$ cat config.mk
export PLATFORM = sky130hd
export DESIGN_NAME = rand_instr_gen
export DESIGN_NICKNAME = d
export VERILOG_FILES = /design/src/rtl/rigen_pkg.sv /design/src/rtl/rigen_lfsr.sv /design/src/rtl/rand_instr_gen.sv
export SDC_FILE = /design/constraint.sdc
export NUM_CORES = 1
export LEC_CHECK = 0
export ABC_CLOCK_PERIOD_IN_PS = 3450
export BUFFER_PORTS_ARGS = -buffer_cell sky130_fd_sc_hd__buf_2
export CORE_MARGIN = 3
export CORE_UTILIZATION = 62
export CTS_CLUSTER_SIZE = 10
export DETAILED_ROUTE_END_ITERATION = 10
export PLACE_DENSITY = 0.87
export SYNTH_ARGS = -nofsm -noshare
export SYNTH_HDL_FRONTEND = slang
export SYNTH_SLANG_ARGS = --single-unit
$ cat constraint.sdc
create_clock -name clk -period 3.45 [get_ports clk]
set_input_delay 0.345 -clock clk [delete_from_list [all_inputs] [get_ports clk]]
set_output_delay 0.345 -clock clk [all_outputs]
set_load 0.1 [all_outputs]
$ cat src/rtl/rigen_pkg.sv
// Shared encodings for the random instruction generator: field layout, opcode
// classes, FSM states, LFSR polynomial and opcode legalisation.
package rigen_pkg;

  typedef enum logic [1:0] {
    T_MOVEMENT   = 2'b00,
    T_FLOWCTRL   = 2'b01,
    T_LOGIC      = 2'b10,
    T_ARITHMETIC = 2'b11
  } t_code_e;

  typedef enum logic [2:0] {
    OPC_MOV    = 3'd0,
    OPC_MOVI   = 3'd1,
    OPC_LOAD   = 3'd2,
    OPC_STORE  = 3'd3,
    OPC_STOREI = 3'd4
  } mov_opc_e;

  typedef enum logic [2:0] {
    OPC_AND = 3'd0,
    OPC_OR  = 3'd1,
    OPC_NOT = 3'd2
  } logic_opc_e;

  typedef enum logic [2:0] {
    OPC_ADD = 3'd0,
    OPC_SUB = 3'd1,
    OPC_INC = 3'd2,
    OPC_DEC = 3'd3
  } arith_opc_e;

  // Every flow-control opcode is legal; OPC_JMP is the one the halt word uses.
  typedef enum logic [2:0] {
    OPC_JMP = 3'd0
  } flow_opc_e;

  typedef enum logic [1:0] {
    ST_IDLE,
    ST_GEN,
    ST_HALT,
    ST_DONE
  } state_t;

  localparam logic [31:0] LFSR_POLY = 32'h8020_0003;

  localparam int F_T_MSB   = 31;
  localparam int F_T_LSB   = 30;
  localparam int F_OPC_MSB = 29;
  localparam int F_OPC_LSB = 27;
  localparam int F_RA_MSB  = 26;
  localparam int F_RA_LSB  = 22;
  localparam int F_RB_MSB  = 21;
  localparam int F_RB_LSB  = 17;
  localparam int F_RC_MSB  = 16;
  localparam int F_RC_LSB  = 12;
  localparam int F_IMM_MSB = 7;
  localparam int F_IMM_LSB = 0;

  function automatic logic [31:0] lfsr_next(input logic [31:0] s);
    return (s >> 1) ^ (s[0] ? LFSR_POLY : 32'h0);
  endfunction

  // Folds an out-of-range opcode back onto the legal set of its class.
  function automatic logic [2:0] legalise_opc(input logic [1:0] t, input logic [2:0] opc);
    logic [2:0] r;
    r = opc;
    case (t)
      T_MOVEMENT: begin
        case (opc)
          3'd5:    r = OPC_MOV;
          3'd6:    r = OPC_MOVI;
          3'd7:    r = OPC_LOAD;
          default: r = opc;
        endcase
      end
      T_LOGIC: begin
        case (opc)
          3'd3, 3'd6: r = OPC_AND;
          3'd4, 3'd7: r = OPC_OR;
          3'd5:       r = OPC_NOT;
          default:    r = opc;
        endcase
      end
      T_ARITHMETIC: begin
        case (opc[1:0])
          2'd0:    r = OPC_ADD;
          2'd1:    r = OPC_SUB;
          2'd2:    r = OPC_INC;
          default: r = OPC_DEC;
        endcase
      end
      default: r = opc;
    endcase
    return r;
  endfunction

endpackage

$ cat src/rtl/rigen_lfsr.sv
// 32-bit right-shifting Galois LFSR; a zero SEED is replaced by 1 so the
// register can never lock up in the all-zero state.
module rigen_lfsr
  import rigen_pkg::*;
#(
  parameter logic [31:0] SEED = 32'h0000_0001
) (
  input  logic        clk,
  input  logic        rst,
  input  logic        step,
  output logic [31:0] state
);

  localparam logic [31:0] SEED_EFF = (SEED == 32'h0) ? 32'h1 : SEED;

  always_ff @(posedge clk or posedge rst) begin
    if (rst)       state <= SEED_EFF;
    else if (step) state <= lfsr_next(state);
  end

endmodule

$ cat src/rtl/rand_instr_gen.sv
// Writes N_INSTR legal random instructions ending in a self-jump halt into
// instruction memory. Define RIGEN_FLOWCTRL_EN to emit forward-only jumps.
//
// state   | meaning
// --------+-------------------------------------------------------------
// IDLE    | waiting for start; address parked at BASE_ADDR
// GEN     | presenting random words, one per accept
// HALT    | presenting the jump-to-self word at the last address
// DONE    | one-cycle completion pulse, then back to IDLE
module rand_instr_gen
  import rigen_pkg::*;
#(
  parameter int          N_INSTR   = 200,
  parameter logic [7:0]  BASE_ADDR = 8'h00,
  parameter logic [31:0] SEED      = 32'h0000_0001
) (
  input  logic        clk,
  input  logic        rst,
  input  logic        start,
  output logic        busy,
  output logic        done,
  output logic        wr_valid,
  input  logic        wr_ready,
  output logic [7:0]  wr_addr,
  output logic [31:0] wr_data,
  output logic [7:0]  wr_count
);

  if ((N_INSTR < 2) || (N_INSTR > 256) || (int'(BASE_ADDR) + N_INSTR > 256)) begin : g_param_check
    $error("rand_instr_gen: N_INSTR must be 2..256 and BASE_ADDR+N_INSTR <= 256");
  end

  localparam logic [7:0]  HALT_ADDR = 8'(int'(BASE_ADDR) + N_INSTR - 1);
  localparam logic [7:0]  LAST_GEN  = 8'(N_INSTR - 2);
  localparam logic [31:0] HALT_WORD = {T_FLOWCTRL, OPC_JMP, 15'h0, 4'h0, HALT_ADDR};

  state_t      state, state_nxt;
  logic [31:0] lfsr_q;
  logic        accept;
  logic        last_gen;

  function automatic logic [31:0] fmt_word(input logic [31:0] s, input logic [7:0] addr);
    logic [31:0] w;
    logic [1:0]  t;
    logic [7:0]  imm;
`ifdef RIGEN_FLOWCTRL_EN
    logic [8:0]  tgt;
`else
    logic        unused_addr;
`endif
    t   = s[F_T_MSB:F_T_LSB];
    imm = s[F_IMM_MSB:F_IMM_LSB];
`ifdef RIGEN_FLOWCTRL_EN
    // Forward-only targets clamped to the halt word keep every program finite.
    tgt = {1'b0, addr} + 9'd1 + {5'b0, s[3:0]};
    if (t == T_FLOWCTRL)
      imm = (tgt > {1'b0, HALT_ADDR}) ? HALT_ADDR : tgt[7:0];
`else
    unused_addr = ^addr;
    if (t == T_FLOWCTRL) t = T_LOGIC;
`endif
    w = '0;
    w[F_T_MSB:F_T_LSB]     = t;
    w[F_OPC_MSB:F_OPC_LSB] = legalise_opc(t, s[F_OPC_MSB:F_OPC_LSB]);
    w[F_RA_MSB:F_RA_LSB]   = s[F_RA_MSB:F_RA_LSB];
    w[F_RB_MSB:F_RB_LSB]   = s[F_RB_MSB:F_RB_LSB];
    w[F_RC_MSB:F_RC_LSB]   = s[F_RC_MSB:F_RC_LSB];
    w[F_IMM_MSB:F_IMM_LSB] = imm;
    return w;
  endfunction

  assign accept   = wr_valid && wr_ready;
  assign last_gen = (wr_count == LAST_GEN);

  rigen_lfsr #(.SEED(SEED)) u_lfsr (
    .clk   (clk),
    .rst   (rst),
    .step  ((state == ST_GEN) && accept),
    .state (lfsr_q)
  );

  always_ff @(posedge clk or posedge rst) begin
    if (rst) state <= ST_IDLE;
    else     state <= state_nxt;
  end

  always_comb begin
    state_nxt = state;
    case (state)
      ST_IDLE: if (start) state_nxt = ST_GEN;
      ST_GEN:  if (accept && last_gen) state_nxt = ST_HALT;
      ST_HALT: if (accept) state_nxt = ST_DONE;
      ST_DONE: state_nxt = ST_IDLE;
      default: state_nxt = ST_IDLE;
    endcase
  end

  always_comb begin
    wr_valid = 1'b0;
    busy     = 1'b0;
    done     = 1'b0;
    case (state)
      ST_GEN, ST_HALT: begin
        wr_valid = 1'b1;
        busy     = 1'b1;
      end
      ST_DONE: done = 1'b1;
      default: ;
    endcase
  end

  // The next word is formatted one cycle ahead so wr_data is a plain register.
  always_ff @(posedge clk or posedge rst) begin
    if (rst) begin
      wr_addr  <= BASE_ADDR;
      wr_data  <= '0;
      wr_count <= '0;
    end else begin
      case (state)
        ST_IDLE: begin
          wr_addr <= BASE_ADDR;
          if (start) begin
            wr_count <= '0;
            wr_data  <= fmt_word(lfsr_q, BASE_ADDR);
          end
        end
        ST_GEN: begin
          if (accept) begin
            wr_addr  <= wr_addr + 8'd1;
            wr_count <= wr_count + 8'd1;
            wr_data  <= last_gen ? HALT_WORD : fmt_word(lfsr_next(lfsr_q), wr_addr + 8'd1);
          end
        end
        ST_HALT: begin
          if (accept) begin
            wr_count <= wr_count + 8'd1;
            wr_data  <= '0;
          end
        end
        default: ;
      endcase
    end
  end

endmodule
==> flow_metrics.env <==
export IMPL_htreeDepth=3
export IMPL_diodes=0
export IMPL_endpoint="wr_data[21]"
export IMPL_holdBufCountCts=1
export IMPL_finalCriticalPeriod_ns=2.519
export IMPL_track_usage_pct=23.32
export IMPL_cp_start_kind="flip-flop"
export IMPL_cts_buffer_depth=2
export IMPL_slew_viol_final=0
export IMPL_period_share_pct=73.00
export IMPL_startpoint="state[0]"
export IMPL_syn_inst=430
export IMPL_arrival_ns=2.75
export IMPL_power_w=0.004060
export IMPL_cpPeakStageDelay_ns=0.54
export IMPL_hold_viol=0
export IMPL_rr_endpoint="wr_data[21]"
export IMPL_drc_errors=0
export IMPL_cts_buffers=9
export IMPL_syn_area_mm2=0.003904
export IMPL_dp_hpwl_um=5433
export IMPL_num_vias=3057
export IMPL_post_cts_resized=0
export IMPL_grt_pass1_wl_um=13660
export IMPL_rsz0062_at_grt="false"
export IMPL_status="finished clean"
export IMPL_hold_path_class="in2reg"
export IMPL_cts_tree="yes"
export IMPL_routed_wl_um=7838
export IMPL_dr_first_iter_drc_count=244
export IMPL_timing_slew_headroom_pct=37.78
export IMPL_cp_max_fo=50
export IMPL_die_h_um=85.35
export IMPL_cp_slowest_cell="nand2b_2"
export IMPL_synth_top_flop_cell="dfrtp_1"
export IMPL_ios=55
export IMPL_rrSetupSlack_ns=0.93
export IMPL_power_leakage_nw=2.140
export IMPL_setup_violations=0
export IMPL_vdd_ir_drop_max_mv=0.6704
export IMPL_r2r_cells=6
export IMPL_clock_root_buffer="clkbuf_8"
export IMPL_max_freq_mhz=397.0
export IMPL_finClkSkew_ns=0.008927
export IMPL_worst_pin_slew_ns=0.9333
export IMPL_ys_async_sr_fraction_pct=100.0
export IMPL_coreArea_mm2=0.006026
export IMPL_num_nets_final=491
export IMPL_initial_core_util_pct=64.78
export IMPL_ys_warn_count=0
export IMPL_area_growth_pct=12.21
export IMPL_max_cap_violations=0
export IMPL_drive_above_1_share_pct=16.70
export IMPL_gp_congestion=0.8771
export IMPL_wl_per_cell_um=14.15
export IMPL_first_global_vias=2939
export IMPL_antenna_found_initial=0
export IMPL_syn_avg_cell_area_um2=9.078
export IMPL_grt_overflow=0
export IMPL_drtPass1Iterations=4
export IMPL_die_x_um=85.35
export IMPL_clk_pin_slew_ns=0.08
export IMPL_r2r_start="state[0]"
export IMPL_crit_required_ns=3.68
export IMPL_synth_edff_count=0
export IMPL_ys_seq_elements=78
export IMPL_worstSetupEndpointType="flip-flop"
export IMPL_drt_antenna_violating_nets=0
export IMPL_ys_types=47
export IMPL_path_cells="inv_1 -> ha_1 -> a21boi_1 -> nor3_2 -> nand2b_2 -> mux2_1"
export IMPL_worstSkewPairLatency_ns=0.34
export IMPL_num_rows=28
export IMPL_path_class="reg2reg"
export IMPL_drt_vias_per_instance=5.518
export IMPL_die_area_mm2=0.007285
export IMPL_powerDensity_mw_per_mm2=926.8
export IMPL_clkSinkCount=78
export IMPL_grt_max_degree=51
export IMPL_io_buffers=50
export IMPL_finalSetupTns_ns=0
export IMPL_post_cts_buffers=0
export IMPL_synth_seq_area_share_pct=50.03
[registers in the layout (all words and copies together), names as in the netlist]
signal        count
u_lfsr.state     32
wr_data          28
wr_addr           8
wr_count          8
state             2
[how the worst min path moves through the flow]
stage	startpoint	end	slack [ns]	depth (start not counted)
6_report	start	wr_count[1]	0.39	3
3_3_place_gp	rst	wr_data[16]	0.33	2
3_5_place_dp	rst	wr_data[16]	0.33	2
5_1_grt	start	wr_count[1]	0.45	3
4_1_cts	start	wr_count[1]	0.38	3
2_1_floorplan	u_lfsr.state[11]	u_lfsr.state[10]	0.44	2
[logic make-up after synthesis]
| logic type | after synthesis | share of synthesized area [%] |
|---|---|---|
| AO/OA/AOI/OAI | 98 | 14.49 |
| XOR/XNOR | 13 | 2.917 |
| adder cells (fa/ha/maj) | 13 | 4.167 |
| buffers and inverters | 46 | 5.096 |
| flip-flops | 78 | 50.03 |
| multiplexers | 9 | 2.564 |
| other | 1 | 0.09606 |
| AND/OR/NAND/NOR | 172 | 20.64 |
[layout by cell type, fill, tap and decap left out, types with 13 or more instances in the layout]
cell and n:
nand2_1 101, dfrtp_1 77, buf_2 50, o21ai_1 26
o21ai_0 23, nor2b_1 23, a21oi_1 23, inv_1 18
nor2_1 16, ha_1 13
[layer usage]
layer	track usage, %	share of wire, %	vias up
met1	31.39	46	1444
met3	4.175	4.8	11
met5	0	0	-
li1	-	-	1516
met4	8.345	1.5	0
met2	38.06	48	86
[final cells by class]
| cell class | instances | area [µm²] |
|---|---|---|
| repair buffers | 57 | 305.3 |
| well taps | 75 | 93.84 |
| clock buffers | 11 | 131.4 |
| fillers | 471 | 1645 |
| flip-flops and latches | 78 | 1953 |
| inverters | 19 | 71.32 |
| multi-input cells | 309 | 1765 |
| clock inverters | 5 | 60.06 |
[report_power, final]
part	internal (W)	switching (W)
combinational	0.000416	0.00155
clock	0.000335	0.000329
sequential	0.00116	0.000261
[critical path: cells and delay by family (launching register included)]
family                   cells  cell delay [ns]
buffers and inverters        1             0.09
adder cells (fa/ha/maj)      1             0.51
AND/OR/NAND/NOR              2             0.74
multiplexers                 1             0.52
AO/OA/AOI/OAI                1             0.13
flip-flops                   1             0.39
[metrics by stage]
step	cell area (µm²)	hold slack (ns)	utilization [%]	setup WS, ns	std cells
after global placement	4179	0.3313	69.35	1.059	537
after global routing	4380	0.4482	72.70	0.6801	554
after detailed placement	4179	0.3339	69.35	0.9249	537
final	4380	0.3915	72.70	0.9314	554
after floorplan	3915	0.4386	-	0.8606	433
after CTS	4380	0.3760	72.70	0.9116	554
[synthesized netlist by cell type (2+ instances only)]
| master | n | area share [%] |
|---|---|---|
| nand2_1 | 101 | 9.7 |
| dfrtp_1 | 77 | 49 |
| o21ai_1 | 26 | 3.3 |
| a21oi_1 | 23 | 2.9 |
| nor2b_1 | 23 | 3.7 |
| o21ai_0 | 23 | 2.9 |
| inv_1 | 19 | 1.8 |
| nor2_1 | 16 | 1.5 |
| clkbuf_1 | 14 | 1.3 |
| ha_1 | 13 | 4.2 |
| nand3_1 | 12 | 1.5 |
| mux2_1 | 7 | 2.0 |
| xnor2_1 | 7 | 1.6 |
| buf_2 | 6 | 0.77 |
| o22ai_1 | 6 | 0.96 |
| xor2_1 | 6 | 1.3 |
| buf_4 | 5 | 0.96 |
| a31oi_1 | 4 | 0.64 |
| nand4_1 | 4 | 0.64 |
| nor3_1 | 4 | 0.51 |
| and3_1 | 3 | 0.48 |
| nand2b_1 | 3 | 0.48 |
| a211oi_1 | 2 | 0.38 |
| buf_1 | 2 | 0.19 |
| o32ai_1 | 2 | 0.45 |
No activity file was read; power rests on OpenSTA's default activity.
